### src/rtl/multiplica_if.sv
// Operand/result bundle shared by the sequencer and the multiplier.
// The sequencer side (master) drives the start request and operands;
// the multiplier side (slave) returns the product, done flag and state code.
interface multiplica_if #(
    parameter int McLen = 8,
    parameter int MpLen = 8
);
    logic                     go;
    logic [McLen-1:0]         mcInput;
    logic [MpLen-1:0]         mpInput;
    logic [McLen+MpLen-1:0]   product;
    logic                     done;
    logic [2:0]               EstPresente;

    modport master (
        output go,
        output mcInput,
        output mpInput,
        input  product,
        input  done,
        input  EstPresente
    );

    modport slave (
        input  go,
        input  mcInput,
        input  mpInput,
        output product,
        output done,
        output EstPresente
    );
endinterface

### src/rtl/multiplica.sv
// Sequential signed shift-and-add multiplier.
// Operands are converted to magnitudes, multiplied one multiplier bit per
// falling clock edge, and the sign is restored at the end. The product
// register is {highQ, lowQ}: lowQ starts out holding the multiplier and is
// shifted out as the product bits shift in from the top.
module multiplica #(
    parameter int McLen = 8,
    parameter int MpLen = 8
) (
    input  logic          reloj,
    input  logic          reset,
    multiplica_if.slave   bus
);

    localparam int CntW = $clog2(MpLen + 1);

    typedef enum logic [2:0] {
        IDLE  = 3'd0,
        CHECK = 3'd1,
        ABS   = 3'd2,
        MUL   = 3'd3,
        SIGN  = 3'd4
    } state_t;

    state_t                 stateQ, stateD;
    logic [McLen-1:0]       mcQ, mcD;
    logic [McLen-1:0]       highQ, highD;
    logic [MpLen-1:0]       lowQ, lowD;
    logic                   carryQ, carryD;
    logic [CntW-1:0]        cntQ, cntD;
    logic                   negMcQ, negMcD;
    logic                   negMpQ, negMpD;
    logic                   doneQ, doneD;

    logic [McLen:0]           sumW;
    logic [McLen:0]           preW;
    logic [McLen+MpLen-1:0]   negProdW;

    // One multiply step: optionally add the multiplicand into the high half
    // (with a carry bit), ready to be shifted right by one.
    assign sumW     = {1'b0, highQ} + {1'b0, mcQ};
    assign preW     = lowQ[0] ? sumW : {carryQ, highQ};
    assign negProdW = -{highQ, lowQ};

    assign bus.product     = {highQ, lowQ};
    assign bus.done        = doneQ;
    assign bus.EstPresente = stateQ;

    // Controller state register; reset aborts any operation in flight.
    always_ff @(negedge reloj or negedge reset) begin
        if (!reset) begin
            stateQ <= IDLE;
        end else begin
            stateQ <= stateD;
        end
    end

    // Datapath registers; reset clears the result and raises done at once.
    always_ff @(negedge reloj or negedge reset) begin
        if (!reset) begin
            mcQ    <= '0;
            highQ  <= '0;
            lowQ   <= '0;
            carryQ <= 1'b0;
            cntQ   <= '0;
            negMcQ <= 1'b0;
            negMpQ <= 1'b0;
            doneQ  <= 1'b1;
        end else begin
            mcQ    <= mcD;
            highQ  <= highD;
            lowQ   <= lowD;
            carryQ <= carryD;
            cntQ   <= cntD;
            negMcQ <= negMcD;
            negMpQ <= negMpD;
            doneQ  <= doneD;
        end
    end

    // Next-state and datapath update for each controller state.
    always_comb begin
        stateD = stateQ;
        mcD    = mcQ;
        highD  = highQ;
        lowD   = lowQ;
        carryD = carryQ;
        cntD   = cntQ;
        negMcD = negMcQ;
        negMpD = negMpQ;
        doneD  = doneQ;

        case (stateQ)
            IDLE: begin
                doneD = 1'b1;
                if (bus.go) begin
                    mcD    = bus.mcInput;
                    lowD   = bus.mpInput;
                    highD  = '0;
                    carryD = 1'b0;
                    doneD  = 1'b0;
                    stateD = CHECK;
                end
            end

            CHECK: begin
                if (mcQ == '0 || lowQ == '0) begin
                    highD  = '0;
                    lowD   = '0;
                    carryD = 1'b0;
                    doneD  = 1'b1;
                    stateD = IDLE;
                end else begin
                    negMcD = mcQ[McLen-1];
                    negMpD = lowQ[MpLen-1];
                    stateD = ABS;
                end
            end

            ABS: begin
                // The most negative value negates to its own bit pattern,
                // which read as unsigned is exactly the right magnitude.
                if (negMcQ) begin
                    mcD = -mcQ;
                end
                if (negMpQ) begin
                    lowD = -lowQ;
                end
                cntD   = '0;
                stateD = MUL;
            end

            MUL: begin
                carryD = 1'b0;
                highD  = preW[McLen:1];
                lowD   = {preW[0], lowQ[MpLen-1:1]};
                cntD   = cntQ + CntW'(1);
                if (cntQ == CntW'(MpLen - 1)) begin
                    stateD = SIGN;
                end
            end

            SIGN: begin
                if (negMcQ ^ negMpQ) begin
                    {highD, lowD} = negProdW;
                end
                doneD  = 1'b1;
                stateD = IDLE;
            end

            default: begin
                doneD  = 1'b1;
                stateD = IDLE;
            end
        endcase
    end

endmodule

### src/flat_wrapper.sv
// flat-port wrapper written by rule: the top's interface ports become plain ports
module multiplica_flat 
#(
    parameter int McLen = 8,
    parameter int MpLen = 8
)
  (reloj, reset, bus_go, bus_mcInput, bus_mpInput, bus_product, bus_done, bus_EstPresente);
  multiplica_if #(.McLen(McLen), .MpLen(MpLen)) bus_i ();
  input  logic reloj;
  input  logic reset;
  input wire logic [$bits(bus_i.go)-1:0] bus_go;
  input wire logic [$bits(bus_i.mcInput)-1:0] bus_mcInput;
  input wire logic [$bits(bus_i.mpInput)-1:0] bus_mpInput;
  output wire logic [$bits(bus_i.product)-1:0] bus_product;
  output wire logic [$bits(bus_i.done)-1:0] bus_done;
  output wire logic [$bits(bus_i.EstPresente)-1:0] bus_EstPresente;
  assign bus_i.go = bus_go;
  assign bus_i.mcInput = bus_mcInput;
  assign bus_i.mpInput = bus_mpInput;
  assign bus_product = bus_i.product;
  assign bus_done = bus_i.done;
  assign bus_EstPresente = bus_i.EstPresente;
  multiplica #(.McLen(McLen), .MpLen(MpLen)) u_core (.reloj(reloj), .reset(reset), .bus(bus_i));
endmodule
### config.mk
export PLATFORM = sky130hd
export DESIGN_NAME = multiplica_flat
export DESIGN_NICKNAME = d
export VERILOG_FILES = /design/src/rtl/multiplica_if.sv /design/src/rtl/multiplica.sv /design/src/flat_wrapper.sv
export SDC_FILE = /design/constraint.sdc
export NUM_CORES = 1
export LEC_CHECK = 0
export BUFFER_PORTS_ARGS = -buffer_cell sky130_fd_sc_hd__buf_2
export CAP_MARGIN = 20
export CORE_ASPECT_RATIO = 1.2
export CORE_UTILIZATION = 54
export CTS_BUF_LIST = sky130_fd_sc_hd__clkbuf_2
export CTS_CLUSTER_DIAMETER = 30
export CTS_CLUSTER_SIZE = 24
export DETAILED_ROUTE_END_ITERATION = 8
export GPL_TIMING_DRIVEN = 1
export HOLD_SLACK_MARGIN = 0.12
export PLACE_DENSITY = 0.8
export SETUP_SLACK_MARGIN = 0.4
export SKIP_CTS_REPAIR_TIMING = 1
export SLEW_MARGIN = 10
export SYNTH_ARGS = -nofsm -noshare
export SYNTH_HDL_FRONTEND = slang
export SYNTH_SLANG_ARGS = --single-unit
### constraint.sdc
create_clock -name reloj -period 2.55 [get_ports reloj]
set_input_delay 0.1275 -clock reloj [delete_from_list [all_inputs] [get_ports reloj]]
set_output_delay 0.1275 -clock reloj [all_outputs]
set_load 0.05 [all_outputs]
# --- After elaboration in Yosys (flattened, before gate mapping) ---
# Cells that the tools add are included.
op_classes:
  add_sub_neg: 5
  n_eq_ne: 11
  muxes: 23
  bitwise_logic: 3
  reduce_logical: 17
ops:
  columns: ["cell", "n"]
  rows:
  - ["$mux 8", 8]
  - ["$pmux 8 s5", 1]
  - ["$pmux 8 s4", 1]
  - ["$logic_not 8->1", 2]
  - ["$neg 16->16", 1]
  - ["$neg 8->8", 2]
  - ["$pmux 8 s2", 1]
  - ["$pmux 3 s4", 1]
  - ["$ne 2x1->1 const B", 5]
  - ["$add 8x8->9", 1]
  - ["$mux 9", 1]
  - ["$pmux 4 s2", 1]
  - ["$eq 3x2->1 const B", 2]
  - ["$mux 3", 2]
  - ["$pmux 1 s3", 2]
  - ["$reduce_and 2->1", 3]
  - ["$reduce_and 3->1", 2]
  - ["$reduce_and 5->1", 1]
  - ["$reduce_bool 5->1", 1]
  - ["$add 4x1->4 const B", 1]
  - ["$eq 4x3->1 const B", 1]
  - ["$mux 1", 4]
  - ["$reduce_and 4->1", 1]
  - ["$reduce_bool 2->1", 2]
  - ["other kinds (11)", 12]
totals:
  ff_bits: 35
  inputBits: 19
  out_inout_bits: 20
  wordCells: 68

# --- Depth between registers and ports, before layout ---
depth:
  depth_word: 4
  mapped_depth: 10

==> results.py <==
metrics = {
    "clock_network": {
        "h-tree-depth": 2,
        "path_clk_slew_ns": 0.14,
        "clkSinkCount": 34,
        "cts_made_buffers": 5,
        "root_buffer": "clkbuf_2",
        "cts_tree": "done",
        "cts_buffer_depth": 2,
        "clk-insertion-delay-late_ns": 0.42,
    },
    "floorplanning": {
        "core_sq_um": 4700,
        "die_area_sq_um": 5300,
        "rows": 27,
        "io_pins": 39,
        "die_y_um": 79.6,
        "fp.dieW_um": 66.6,
        "initial_utilization_pct": 57.6,
    },
    "worst_setup_path": {
        "cpPeakStageDelay_ns": 0.60,
        "timing.rr.end": "u_core.highQ[6]$_DFFE_NN0P_",
        "regToRegSetupSlack_ns": 0.08,
        "crit_buf_inv": 1,
        "critPathKind": "reg2out",
        "critPathArrivalTime_ns": 2.43,
        "slowest_stage": "dfrtn_1",
        "end_kind": "primary output",
        "path_cells": "buf_6",
        "cp_top_family": "flip-flops",
        "start_kind": "flop",
        "crit_required_ns": 2.42,
        "crit_cells": 1,
        "worst_r2r_startpoint": "u_core.lowQ[0]$_DFFE_NN0P_",
        "worst-r2r-cell-count": 8,
        "path_max_fanout": 7,
    },
    "logic_synthesis": {
        "synthTopCellsByArea": "dfrtn_1, o21ai_0, ha_1",
        "ys_seq_area_share_pct": 31.5,
        "ys_warn_count": 0,
        "synthDistinctLibCells": 60,
        "synth-seq-cells": 34,
        "synth_ff_type": "dfrtn_1",
        "synth_top_area_cell": "dfrtn_1",
        "synth_edf_count": 0,
        "syn_avg_cell_area_sq_um": 8.03,
        "ys_async_sr_fraction_pct": 100,
        "synth_fp_nets": 368,
        "synthCells": 337,
        "synthesis.area_sq_um": 2710,
        "synth_top_area_share_pct": 30.5,
    },
    "detailed_routing": {
        "maxUsedRoutingLayer": "met4",
        "drt_pass1_iterations": 9,
        "wl_um": 9570,
        "drtAntennaViolNets": 0,
        "vias_per_cell": 6.82,
        "drc": 0,
        "vias": 3296,
        "wl_per_cell_um": 19.8,
        "wl_met2_um": 4720,
        "wl_met1_um": 3660,
        "met3_length_um": 717,
        "first_iter_violations": 348,
    },
    "global_routing": {
        "grt_pass1_wl_um": 13200,
        "antenna_found_initial": 0,
        "track_usage_pct": 32.3,
        "grt_max_degree": 25,
        "overflow": 0,
        "grt_pass1_vias": 2805,
    },
    "cells_and_area": {
        "seqCellArea_sq_um": 852,
        "final_util_pct": 81.3,
        "layout.nets": 455,
        "diodes": 0,
        "multi_input_area_sq_um": 1940,
        "final_common_cell": "buf_4",
        "nFillCells": 275,
        "mostFrequentLayoutCells": "buf_4, dfrtn_1, buf_6, nor2_1, nand2_1",
        "drive_gt1_share_pct": 36.9,
        "area_delta_synth_final_pct": 41.1,
    },
    "pwr": {
        "totalPowerFinal_mw": 5.56,
        "vdd_drop_max_v": 0.000909,
        "powerDensity_nw_per_um2": 1450,
        "leakage_nw": 1.66,
    },
    "sta": {
        "worstMarginPinSlew_ns": 0.648,
        "maxSlewViolCount": 0,
        "finClkSkew_ns": 0.0884,
        "rsz0062_at_grt": "true",
        "hold_viol": 0,
        "slew-limit-headroom_pct": 56.7,
        "worst_slack_ns": -0.00589,
        "setup_viol": 1,
    },
    "run_status": {
        "violations": "negative setup slack",
        "status": "finished, violations left",
    },
    "flow_run": {
        "drv_cap": 0,
    },
    "hold_path": {
        "holdCritStartpoint": "u_core.cntQ[1]$_DFFE_NN0P_",
        "min_path_cells": 2,
        "min_delay_worst_endpoint": "u_core.cntQ[1]$_DFFE_NN0P_",
        "holdCritPathClass": "reg2reg",
    },
    "placement": {
        "gp_congestion": 0.905,
        "dpl.hpwl_um": 5890,
        "io_buffers": 38,
    },
}
cells by family after synthesis:
| family | share of synthesized area [%] |
|---|---|
| xor+xnor | 1.94 |
| mux | 3.14 |
| buf+inv | 4.76 |
| compound gates | 29.1 |
| fa+ha+maj | 5.83 |
| flops | 31.5 |
| simple gates | 23.7 |
worst max path at each step:
stage | from | endpoint | slack, ns
CTS | u_core.lowQ[0]$_DFFE_NN0P_ | bus_product[0] | -0.18
global route | u_core.lowQ[2]$_DFFE_NN0P_ | bus_product[2] | -0.04
finish | u_core.lowQ[2]$_DFFE_NN0P_ | bus_product[2] | -0.006
floorplan | u_core.lowQ[0]$_DFFE_NN0P_ | u_core.highQ[6]$_DFFE_NN0P_ | -0.15
detailed placement | bus_go | u_core.highQ[5]$_DFFE_NN0P_ | -0.06
global placement | bus_go | u_core.highQ[2]$_DFFE_NN0P_ | -0.02
routing by layer:
| metal | vias to the layer above | GRT usage (%) |
|---|---|---|
| li1 | 1438 | - |
| met1 | 1560 | 42.5 |
| met2 | 243 | 52.4 |
| met3 | 55 | 4.86 |
| met4 | 0 | 13.2 |
| met5 | - | 0 |
tightest hold or removal path, stage by stage, from the launching register on:
cell	delay, ns
dfrtn_1	0.47
nand2_1	0.06
nand2_1	0.05
power breakdown:
part / leakage (nW) / total (mW) / switching [mW] / internal [mW]
Sequential: 0.416 / 1.09 / 0.295 / 0.797
Clock: 0.0485 / 0.389 / 0.213 / 0.177
Combinational: 1.19 / 4.07 / 2.31 / 1.76
registers in the layout, indices dropped and copies added (netlist names):
name and flops:
u_core.highQ 8, u_core.lowQ 8, u_core.mcQ 8, u_core.cntQ 4
u_core.bus.EstPresente 3, u_core.bus.done 1, u_core.negMcQ 1, u_core.negMpQ 1
cell usage after synthesis, drive strengths merged (3+ instances only):
cell / n
o21ai: 38
dfrtn: 33
nor2: 28
a21oi: 25
nand2: 23
clkbuf: 17
inv: 15
nor3: 15
nand3: 14
ha: 11
or3: 10
o22ai: 8
a22o: 5
nand2b: 5
nor2b: 5
a22oi: 4
mux2: 4
mux2i: 4
nand3b: 4
nor4: 4
xor2: 4
a221oi: 3
o211a: 3
o211ai: 3
o21a: 3
o31a: 3
o31ai: 3
or4b: 3
cell type report:
cell class / count / share of cell area, %
inverter: 14 / 1.64
clock inverter: 2 / 0.884
multi-input combinational: 269 / 50.8
sequential: 34 / 22.3
clock buffer: 7 / 0.917
timing repair buffer: 99 / 21.6
tap: 58 / 1.90
per-stage QoR:
stage	area, sq um	hold WS [ns]	std cells	TNS [ns]	setup slack (ns)
after global routing	3820	0.487	483	-0.0875	-0.0431
after detailed placement	3170	0.459	445	-0.346	-0.0608
final	3820	0.465	483	-0.00589	-0.00589
after CTS	3230	0.463	453	-0.435	-0.182
after floorplan	2780	0.425	337	-0.155	-0.155
after global placement	3170	0.448	445	-0.115	-0.0230
Note: power is estimated with default switching activity, not from simulation.
